### config.mk
export PLATFORM = sky130hd
export DESIGN_NAME = morse_msg_sequencer
export DESIGN_NICKNAME = d
export VERILOG_FILES = /design/src/rtl/morse_pkg.sv /design/src/rtl/morse_shift_out.sv /design/src/rtl/morse_msg_sequencer.sv
export SDC_FILE = /design/constraint.sdc
export NUM_CORES = 1
export LEC_CHECK = 0
export ABC_AREA = 1
export BUFFER_PORTS_ARGS = -buffer_cell sky130_fd_sc_hd__buf_2
export CAP_MARGIN = 40
export CORE_ASPECT_RATIO = 2
export CORE_MARGIN = 2
export CORE_UTILIZATION = 35
export DETAILED_ROUTE_END_ITERATION = 16
export HOLD_SLACK_MARGIN = 0.02
export PLACE_DENSITY = 0.61
export SLEW_MARGIN = 20
export SYNTH_ARGS = -nofsm -noshare
export SYNTH_HDL_FRONTEND = slang
export SYNTH_SLANG_ARGS = --single-unit
### constraint.sdc
create_clock -name clock -period 3.15 [get_ports clock]
set_input_delay 0.315 -clock clock [delete_from_list [all_inputs] [get_ports clock]]
set_output_delay 0.315 -clock clock [all_outputs]
set_load 0.05 [all_outputs]
### src/rtl/morse_pkg.sv
// Shared definitions for the Morse message sequencer: default sizes,
// controller state encoding and the letter lookup table.
package morse_pkg;

  localparam int unsigned PAT_W       = 11;
  localparam int unsigned SEL_W       = 3;
  localparam int unsigned MAX_LETTERS = 8;

  typedef enum logic [2:0] {
    IDLE  = 3'd0,
    LOAD  = 3'd1,
    SHIFT = 3'd2,
    GAP   = 3'd3,
    DONE  = 3'd4
  } state_e;

  // Reference on/off patterns for letter codes 0..7 (A..H), MSB first:
  // dot = 1, dash = 111, one 0 between elements, zero padded.
  function automatic logic [PAT_W-1:0] ref_pattern(input logic [SEL_W-1:0] code);
    logic [PAT_W-1:0] p;
    case (code)
      3'd0:    p = 11'b10111000000; // A .-
      3'd1:    p = 11'b11101010100; // B -...
      3'd2:    p = 11'b11101011101; // C -.-.
      3'd3:    p = 11'b11101010000; // D -..
      3'd4:    p = 11'b10000000000; // E .
      3'd5:    p = 11'b10101110100; // F ..-.
      3'd6:    p = 11'b11101110100; // G --.
      default: p = 11'b10101010000; // H ....
    endcase
    return p;
  endfunction

endpackage

### src/rtl/morse_shift_out.sv
// MSB-first parallel-load shift register with a bit counter that flags
// the last pattern bit. Zeros are shifted in, so once every bit has been
// shifted out the MSB (the LED drive) is left low.
module morse_shift_out #(
  parameter int unsigned PAT_W = morse_pkg::PAT_W
) (
  input  logic             clk_i,
  input  logic             rst_i,
  input  logic             clr_i,
  input  logic             load_i,
  input  logic             shift_i,
  input  logic [PAT_W-1:0] din_i,
  output logic             msb_o,
  output logic             last_o
);

  localparam int unsigned CW = (PAT_W > 1) ? $clog2(PAT_W) : 1;
  localparam logic [CW-1:0] LAST_CNT = CW'(PAT_W - 1);

  logic [PAT_W-1:0] shreg_q, shreg_d;
  logic [CW-1:0]    cnt_q, cnt_d;

  // Next-state: clear beats load beats shift; counter saturates on the last bit.
  always_comb begin
    shreg_d = shreg_q;
    cnt_d   = cnt_q;
    if (clr_i) begin
      shreg_d = '0;
      cnt_d   = '0;
    end else if (load_i) begin
      shreg_d = din_i;
      cnt_d   = '0;
    end else if (shift_i) begin
      shreg_d = shreg_q << 1;
      if (cnt_q != LAST_CNT) cnt_d = cnt_q + 1'b1;
    end
  end

  // State registers with synchronous reset.
  always_ff @(posedge clk_i) begin
    if (rst_i) begin
      shreg_q <= '0;
      cnt_q   <= '0;
    end else begin
      shreg_q <= shreg_d;
      cnt_q   <= cnt_d;
    end
  end

  assign msb_o  = shreg_q[PAT_W-1];
  assign last_o = (cnt_q == LAST_CNT);

endmodule

### src/rtl/morse_msg_sequencer.sv
// Plays a multi-letter Morse message on one LED: fetches each letter's
// pattern from the external lookup, shifts it out one bit per tick and
// inserts an off gap between letters.
module morse_msg_sequencer #(
  parameter int unsigned PAT_W       = morse_pkg::PAT_W,
  parameter int unsigned SEL_W       = morse_pkg::SEL_W,
  parameter int unsigned MAX_LETTERS = morse_pkg::MAX_LETTERS,
  parameter int unsigned GAP_TICKS   = 3
) (
  input  logic                         clock,
  input  logic                         reset,
  input  logic                         tick,
  input  logic                         start,
  input  logic                         stop,
  input  logic [SEL_W*MAX_LETTERS-1:0] msg,
  input  logic [3:0]                   msg_len,
  input  logic [PAT_W-1:0]             pattern,
  output logic [SEL_W-1:0]             letter_sel,
  output logic                         light,
  output logic                         busy,
  output logic                         done
);

  import morse_pkg::*;

  localparam int unsigned GW = (GAP_TICKS > 1) ? $clog2(GAP_TICKS + 1) : 1;
  localparam logic [GW-1:0] GAP_LAST = GW'((GAP_TICKS > 0) ? GAP_TICKS - 1 : 0);
  localparam logic [3:0] MAX_LEN = 4'(MAX_LETTERS);

  state_e                       state_q, state_d;
  logic [SEL_W*MAX_LETTERS-1:0] msg_q, msg_d;
  logic [3:0]                   len_q, len_d, len_in;
  logic [3:0]                   idx_q, idx_d, idx_inc;
  logic [GW-1:0]                gap_q, gap_d;
  logic [SEL_W-1:0]             sel_q, sel_d;
  logic                         busy_q, done_q;
  logic                         sh_clr, sh_load, sh_shift, sh_last, sh_msb;

  function automatic logic [SEL_W-1:0] letter_at(
    input logic [SEL_W*MAX_LETTERS-1:0] m,
    input logic [3:0]                   i
  );
    logic [SEL_W-1:0] r;
    r = '0;
    for (int unsigned k = 0; k < MAX_LETTERS; k++) begin
      if (i == 4'(k)) r = m[k*SEL_W +: SEL_W];
    end
    return r;
  endfunction

  assign idx_inc = idx_q + 4'd1;

  // Controller next-state; stop overrides everything outside IDLE.
  // letter_sel is updated on entry to LOAD so it settles before the load tick.
  always_comb begin
    state_d  = state_q;
    msg_d    = msg_q;
    len_d    = len_q;
    idx_d    = idx_q;
    gap_d    = gap_q;
    sel_d    = sel_q;
    sh_clr   = 1'b0;
    sh_load  = 1'b0;
    sh_shift = 1'b0;
    len_in   = (msg_len > MAX_LEN) ? MAX_LEN : msg_len;
    unique case (state_q)
      IDLE: begin
        if (start && !stop) begin
          msg_d = msg;
          len_d = len_in;
          idx_d = '0;
          if (len_in == 4'd0) begin
            state_d = DONE;
          end else begin
            state_d = LOAD;
            sel_d   = msg[SEL_W-1:0];
          end
        end
      end
      LOAD: begin
        if (tick) begin
          sh_load = 1'b1;
          state_d = SHIFT;
        end
      end
      SHIFT: begin
        if (tick) begin
          sh_shift = 1'b1;
          if (sh_last) begin
            idx_d = idx_inc;
            if (idx_inc == len_q) begin
              state_d = DONE;
            end else if (GAP_TICKS == 0) begin
              state_d = LOAD;
              sel_d   = letter_at(msg_q, idx_inc);
            end else begin
              gap_d   = '0;
              state_d = GAP;
            end
          end
        end
      end
      GAP: begin
        if (tick) begin
          if (gap_q == GAP_LAST) begin
            state_d = LOAD;
            sel_d   = letter_at(msg_q, idx_q);
          end else begin
            gap_d = gap_q + 1'b1;
          end
        end
      end
      DONE:    state_d = IDLE;
      default: state_d = IDLE;
    endcase
    if (stop && state_q != IDLE) begin
      state_d = IDLE;
      sh_clr  = 1'b1;
    end
  end

  // Controller registers; busy/done follow the next state so they line up with it.
  always_ff @(posedge clock) begin
    if (reset) begin
      state_q <= IDLE;
      msg_q   <= '0;
      len_q   <= '0;
      idx_q   <= '0;
      gap_q   <= '0;
      sel_q   <= '0;
      busy_q  <= 1'b0;
      done_q  <= 1'b0;
    end else begin
      state_q <= state_d;
      msg_q   <= msg_d;
      len_q   <= len_d;
      idx_q   <= idx_d;
      gap_q   <= gap_d;
      sel_q   <= sel_d;
      busy_q  <= (state_d != IDLE);
      done_q  <= (state_d == DONE);
    end
  end

  morse_shift_out #(
    .PAT_W(PAT_W)
  ) u_shift (
    .clk_i   (clock),
    .rst_i   (reset),
    .clr_i   (sh_clr),
    .load_i  (sh_load),
    .shift_i (sh_shift),
    .din_i   (pattern),
    .msb_o   (sh_msb),
    .last_o  (sh_last)
  );

  assign letter_sel = sel_q;
  assign light      = sh_msb;
  assign busy       = busy_q;
  assign done       = done_q;

endmodule

======== Word level (Yosys, flattened, before mapping) ========
Cells that the tools add are included.
Widths: inputs -> output; s select.
word-level totals
  flip-flop bits (word level) ............. 57
  latch bits .............................. 0
  memory bits (writable) .................. 0
  ROM bits ................................ 0
  input bits .............................. 44
  output and inout bits ................... 6
  memories ................................ 0
cells by class
  $add $sub $neg .......................... 3
  $mul .................................... 0
  div/mod/pow operators ................... 0
  magnitude comparators ................... 1
  equal/unequal tests ..................... 23
  shift-type cells ........................ 0
  multiplexer cells ....................... 40
  bitwise logic cells ..................... 0
  reductions and logical operators ........ 19
operators with widths
  operator             count
  $mux 3               21
  $mux 11              2
  $eq 4x3->1 const B   4
  $mux 4               4
  $ne 2x2->1 const B   8
  $pmux 3 s4           1
  $mux 2               5
  $add 4x1->4 const B  2
  $eq 4x2->1 const B   2
  $logic_not 4->1      2
  $pmux 4 s2           1
  $reduce_bool 2->1    4
  $eq 3x2->1 const B   2
  $pmux 3 s2           1
  $reduce_and 6->1     1
  $reduce_bool 3->1    2
  $reduce_and 5->1     1
  $eq 4x1->1 const B   1
  $eq 4x4->1           1
  $eq 4x4->1 const B   1
  $gt 4x4->1 const B   1
  $mux 1               4
  $ne 4x4->1 const B   1
  $pmux 2 s2           1
  11 further kinds     13

======== Depth between registers and ports, before layout ========
  depth after elaboration ................. 12
  depth in mapped cells ................... 15
  gate-level depth less buffers ........... 15

======== Cells and area by module ========
Synthesis repeated with hierarchy kept, for this count alone.
unflattened totals
  cell total of the unflattened synthesis .. 429
  area, all modules ....................... 2881.5 sq um
modules (own cells, without submodules)
  module               instances  cells each  area each (sq um)  sequential area each (sq um)
  morse_msg_sequencer  1          317         2135.8             840.8
  morse_shift_out      1          112         745.7              300.3

======== Worst setup path after synthesis ========
OpenSTA, ideal clock, no wires.
  path type ............................... register to register
  start point ............................. reg idx_q[0]
  end point ............................... reg busy_q, in the netlist busy
  setup time .............................. 0.115 ns
  data arrival time ....................... 1.516 ns
  required time ........................... 3.035 ns
  setup slack ............................. 1.519 ns
  stages on the path, launching flop included .. 11
  buffers on the path ..................... 0
  period minus slack after synthesis ...... 1.631 ns
  cell sequence ........................... dfxtp_1 > inv_1 > ha_1 > xnor2_1 > nand2_1 > nor2_1 > nand2_1 > nand2_2 > nand4_2 > o21ai_2 > nand2_1
between the ends
  word-level cells in the longest chain between the ends .. 8
ends and longest elaborated chain
  element                 line                        source
  from (decl)             morse_msg_sequencer.sv:33   logic [3:0] idx_q, idx_d, idx_inc;
  from (signal assigned)  morse_msg_sequencer.sv:137  idx_q <= idx_d;
  $add 4x1->4             morse_msg_sequencer.sv:51   assign idx_inc = idx_q + 4'd1;
  $eq 4x4->1              morse_msg_sequencer.sv:91   if (idx_inc == len_q) begin
  $mux 3                  morse_msg_sequencer.sv:91
  $mux 3                  morse_msg_sequencer.sv:89   if (sh_last) begin
  $mux 3                  morse_msg_sequencer.sv:87   if (tick) begin
  $pmux 3 s4              morse_msg_sequencer.sv:66   unique case (state_q)
  $mux 3                  morse_msg_sequencer.sv:116  if (stop && state_q != IDLE) begin
  $reduce_bool 3->1       morse_msg_sequencer.sv:140  busy_q <= (state_d != IDLE);
  to (signal assigned)    morse_msg_sequencer.sv:140
  to (decl)               morse_msg_sequencer.sv:36   logic busy_q, done_q;
Every way passes these cells.
A chain may end at the register's enable or synchronous reset.

======== Worst setup path in the final report ========
  start point ............................. reg state_q[1]
  end point ............................... reg sel_q[1], in the netlist letter_sel[1]
between the ends
  word-level cells in the longest chain between the ends .. 3
  elaborated cells on any way between the ends .. 9
ends and longest elaborated chain
  element                                                                  line                        source
  from (decl)                                                              morse_msg_sequencer.sv:30   state_e state_q, state_d;
  from (signal assigned)                                                   morse_msg_sequencer.sv:134  state_q <= state_d;
  $eq 3x2->1 / $logic_not 3->1 (equally long branches)                     morse_msg_sequencer.sv:66
  $ne 2x2->1 (no source line) / $reduce_bool 2->1 (equally long branches)  n/a
  $reduce_and 5->1 (no source line)                                        n/a
  to (signal assigned)                                                     morse_msg_sequencer.sv:139  sel_q <= sel_d;
  to (decl)                                                                morse_msg_sequencer.sv:35   logic [SEL_W-1:0] sel_q, sel_d;
Parallel ways exist; a longest one is shown, timed or not.

==> impl_metrics.yaml <==
worst_hold_path:
  holdPathStages: 3
  worstHoldStart: "msg_len[1]"
  min_path_type: "input port to register"
  worst_hold_path.endpoint: "len_q[1]$_SDFFE_PP0P_"
timing:
  fin_ws_ps: 1200
  fin_setup_tns_ps: 0
  rsz0062_at_grt: "no"
  period_share_pct: 61.9
  relSlewSlack_pct: 46.9
  max_freq_mhz: 513
  final_max_slew_viol_count: 0
  setup_viol: 0
  fin_crit_ps: 1950
  tightest_slew_ps: 796
  hold_viol: 0
  skew_ps: 5.77
detailed_routing:
  routed_wl_um: 6840
  drc: 0
  wire_per_inst_um: 12.8
  dr.pass1.iters: 5
  num_vias: 2621
  viasPerCell: 4.89
  ant_nets: 0
  drtIter0Drc: 133
cts:
  ctsHoldBuffers: 0
  cts_buffers: 9
  htreeDepth: 3
  clock_path_buffers: 2
  post_cts.repair.setup_buffers: 0
  cts_tree: "built"
  clockRootBuffer: "clkbuf_16"
  insertion_delay_ps: 330
  post_cts_resized: 0
  clock_sinks: 57
  clkTransAtPathRegs_ps: 50
layout:
  final_common_cell: "nand2_1"
  final_net_count: 486
  fillers: 834
  layout_common_cells: "nand2_1, dfxtp_1, buf_2, o21ai_0, inv_1"
  areaGrowthSynthToFinish_pct: 19.3
  num_antenna_cells: 0
  drive_gt1_share_pct: 23.0
power_and_ir_drop:
  vdd_drop_max_mv: 0.322
  p_per_area_nw_per_um2: 550
  p_leak_uw: 0.00151
setup_path:
  regToRegSetupSlack_ps: 1200
  cp_slowest_stage_delay_ps: 350
  critPathTopFamily: "simple AND/OR/NAND/NOR gates"
  crit_type: "register to register"
  cp_cell_sequence: "nor2_2, nand2_1, inv_2, nand3_2, inv_2, nor2_1, nor2_2, o21ai_0, a21oi_1"
  rr_startpoint: "state_q[1]$_SDFF_PP0_"
  critPathMaxFanout: 17
  worstPathArrival_ps: 2210
  slowest_stage: "dfxtp_1"
  endpoint_kind: "register"
  cp_num_buf_inv: 2
  reg2reg_to: "letter_sel[1]$_SDFFE_PP0P_"
  crit_start: "state_q[1]$_SDFF_PP0_"
  cp-start-kind: "register"
  required_ps: 3410
  reg2reg_depth: 9
global_route:
  antenna_found_initial: 0
  grt_max_degree: 33
  grt_pass1_vias: 2520
  grt_first_pass_wirelength_um: 11300
  grt-ovfl-total: 0
  track_usage_pct: 16.8
synth:
  synthDistinctLibCells: 41
  avgSynthCellArea_um2: 7.43
  ys_seq_area_share_pct: 39.6
  ys_dominant_reg_cell: "dfxtp_1"
  synth_area_um2: 2880
  synth-async-reset-ratio_pct: 0
  syn_nets: 439
  yosys-top-cells-area: "dfxtp_1, nand2_1, o21ai_0"
  post-synth-top-area-cell: "dfxtp_1"
  synth-seq-cells: 57
  synth_edf_count: 0
  syn_inst: 388
  synth_warnings: 0
  synth_top_cell_area_share_pct: 39.6
place:
  port_buffers: 49
  post-place-ws_ps: 1200
  dpl.hpwl_um: 5240
  gp_congestion: 0.793
floorplan:
  design.die.area_um2: 9030
  dieHeight_um: 132
  dieWidth_um: 68.2
  io_pins: 50
  start_util_pct: 36.3
  coreArea_um2: 7940
  placementRows: 46
job:
  cap_violations: 0
outcome:
  status: "finished, final reports clean"
-- metal layers --
layer	vias up	global-route usage [%]	share of wire (%)
met5	-	0	0
met1	1191	16.3	37
met2	53	29.8	55
met4	0	8.11	2.6
met3	11	5.98	5.0
li1	1366	-	-
-- sequential cells by signal, indices dropped and copies added, names as in the netlist --
register	cells
busy	1
done	1
gap_q	2
idx_q	4
len_q	4
letter_sel	3
msg_q	24
state_q	3
u_shift.cnt_q	4
u_shift.shreg_q	11
-- cell families after synthesis --
family	Yosys count	share of synthesized area [%]
AND/OR/NAND/NOR	148	24.0
AO/OA/AOI/OAI	102	20.8
buffers and inverters	68	10.5
flip-flops	57	39.6
adder cells (fa/ha/maj)	7	3.04
XOR/XNOR	6	2.08
-- where the power goes --
group	switching (uW)	internal, uW
combinational	130	71.6
sequential	22.0	763
clock	338	569
-- tightest hold or removal path, stage by stage --
cell     delay (ps)
buf_2           100
nand2_1          50
a21oi_1          50
-- cell type report --
| type | count | area, um^2 | area share, % |
|---|---|---|---|
| clock buffers | 11 | 253 | 7.35 |
| clock inverters | 5 | 30.0 | 0.873 |
| inverters | 54 | 204 | 5.93 |
| multi-input cells | 263 | 1440 | 41.9 |
| flip-flops and latches | 57 | 1140 | 33.2 |
| well taps | 96 | 120 | 3.49 |
| repair buffers | 50 | 253 | 7.35 |
-- synth_stat cells (2+ instances only) --
master     count
buf_4          4
a311oi_2       3
inv_2          7
nand2_1       69
a31oi_1        7
o21ai_2        2
dfxtp_1       57
o211ai_1       2
nand3_1       18
nand3_2        3
nor2_1        37
nand2_2        2
xor2_1         3
nor2_2         6
clkbuf_1       4
inv_1         46
o21ai_0       47
a22oi_1        2
o22ai_1        2
a21oi_1       31
nor2_4         3
buf_6          4
nor3_1         2
or2_2          2
ha_1           7
a2111oi_2      2
xnor2_1        2
-- metrics by stage --
stage	hold slack, ps	instance area (um^2)	util [%]	std cells	power (uW)
4_1_cts	233	3440	43.3	536	1910
5_1_grt	247	3440	43.3	536	1970
3_5_place_dp	448	3160	39.8	520	1000
2_1_floorplan	423	2880	-	388	944
3_3_place_gp	440	3160	39.8	520	1000
6_report	241	3440	43.3	536	1890
-- worst max path at each step --
stage	end	cells past startpoint
global placement	letter_sel[1]$_SDFFE_PP0P_	9
floorplan	busy$_SDFF_PP0_	10
finish	letter_sel[1]$_SDFFE_PP0P_	9
detailed placement	letter_sel[1]$_SDFFE_PP0P_	9
CTS	letter_sel[1]$_SDFFE_PP0P_	9
global route	letter_sel[1]$_SDFFE_PP0P_	9
Note: power is estimated with default switching activity, not from simulation.
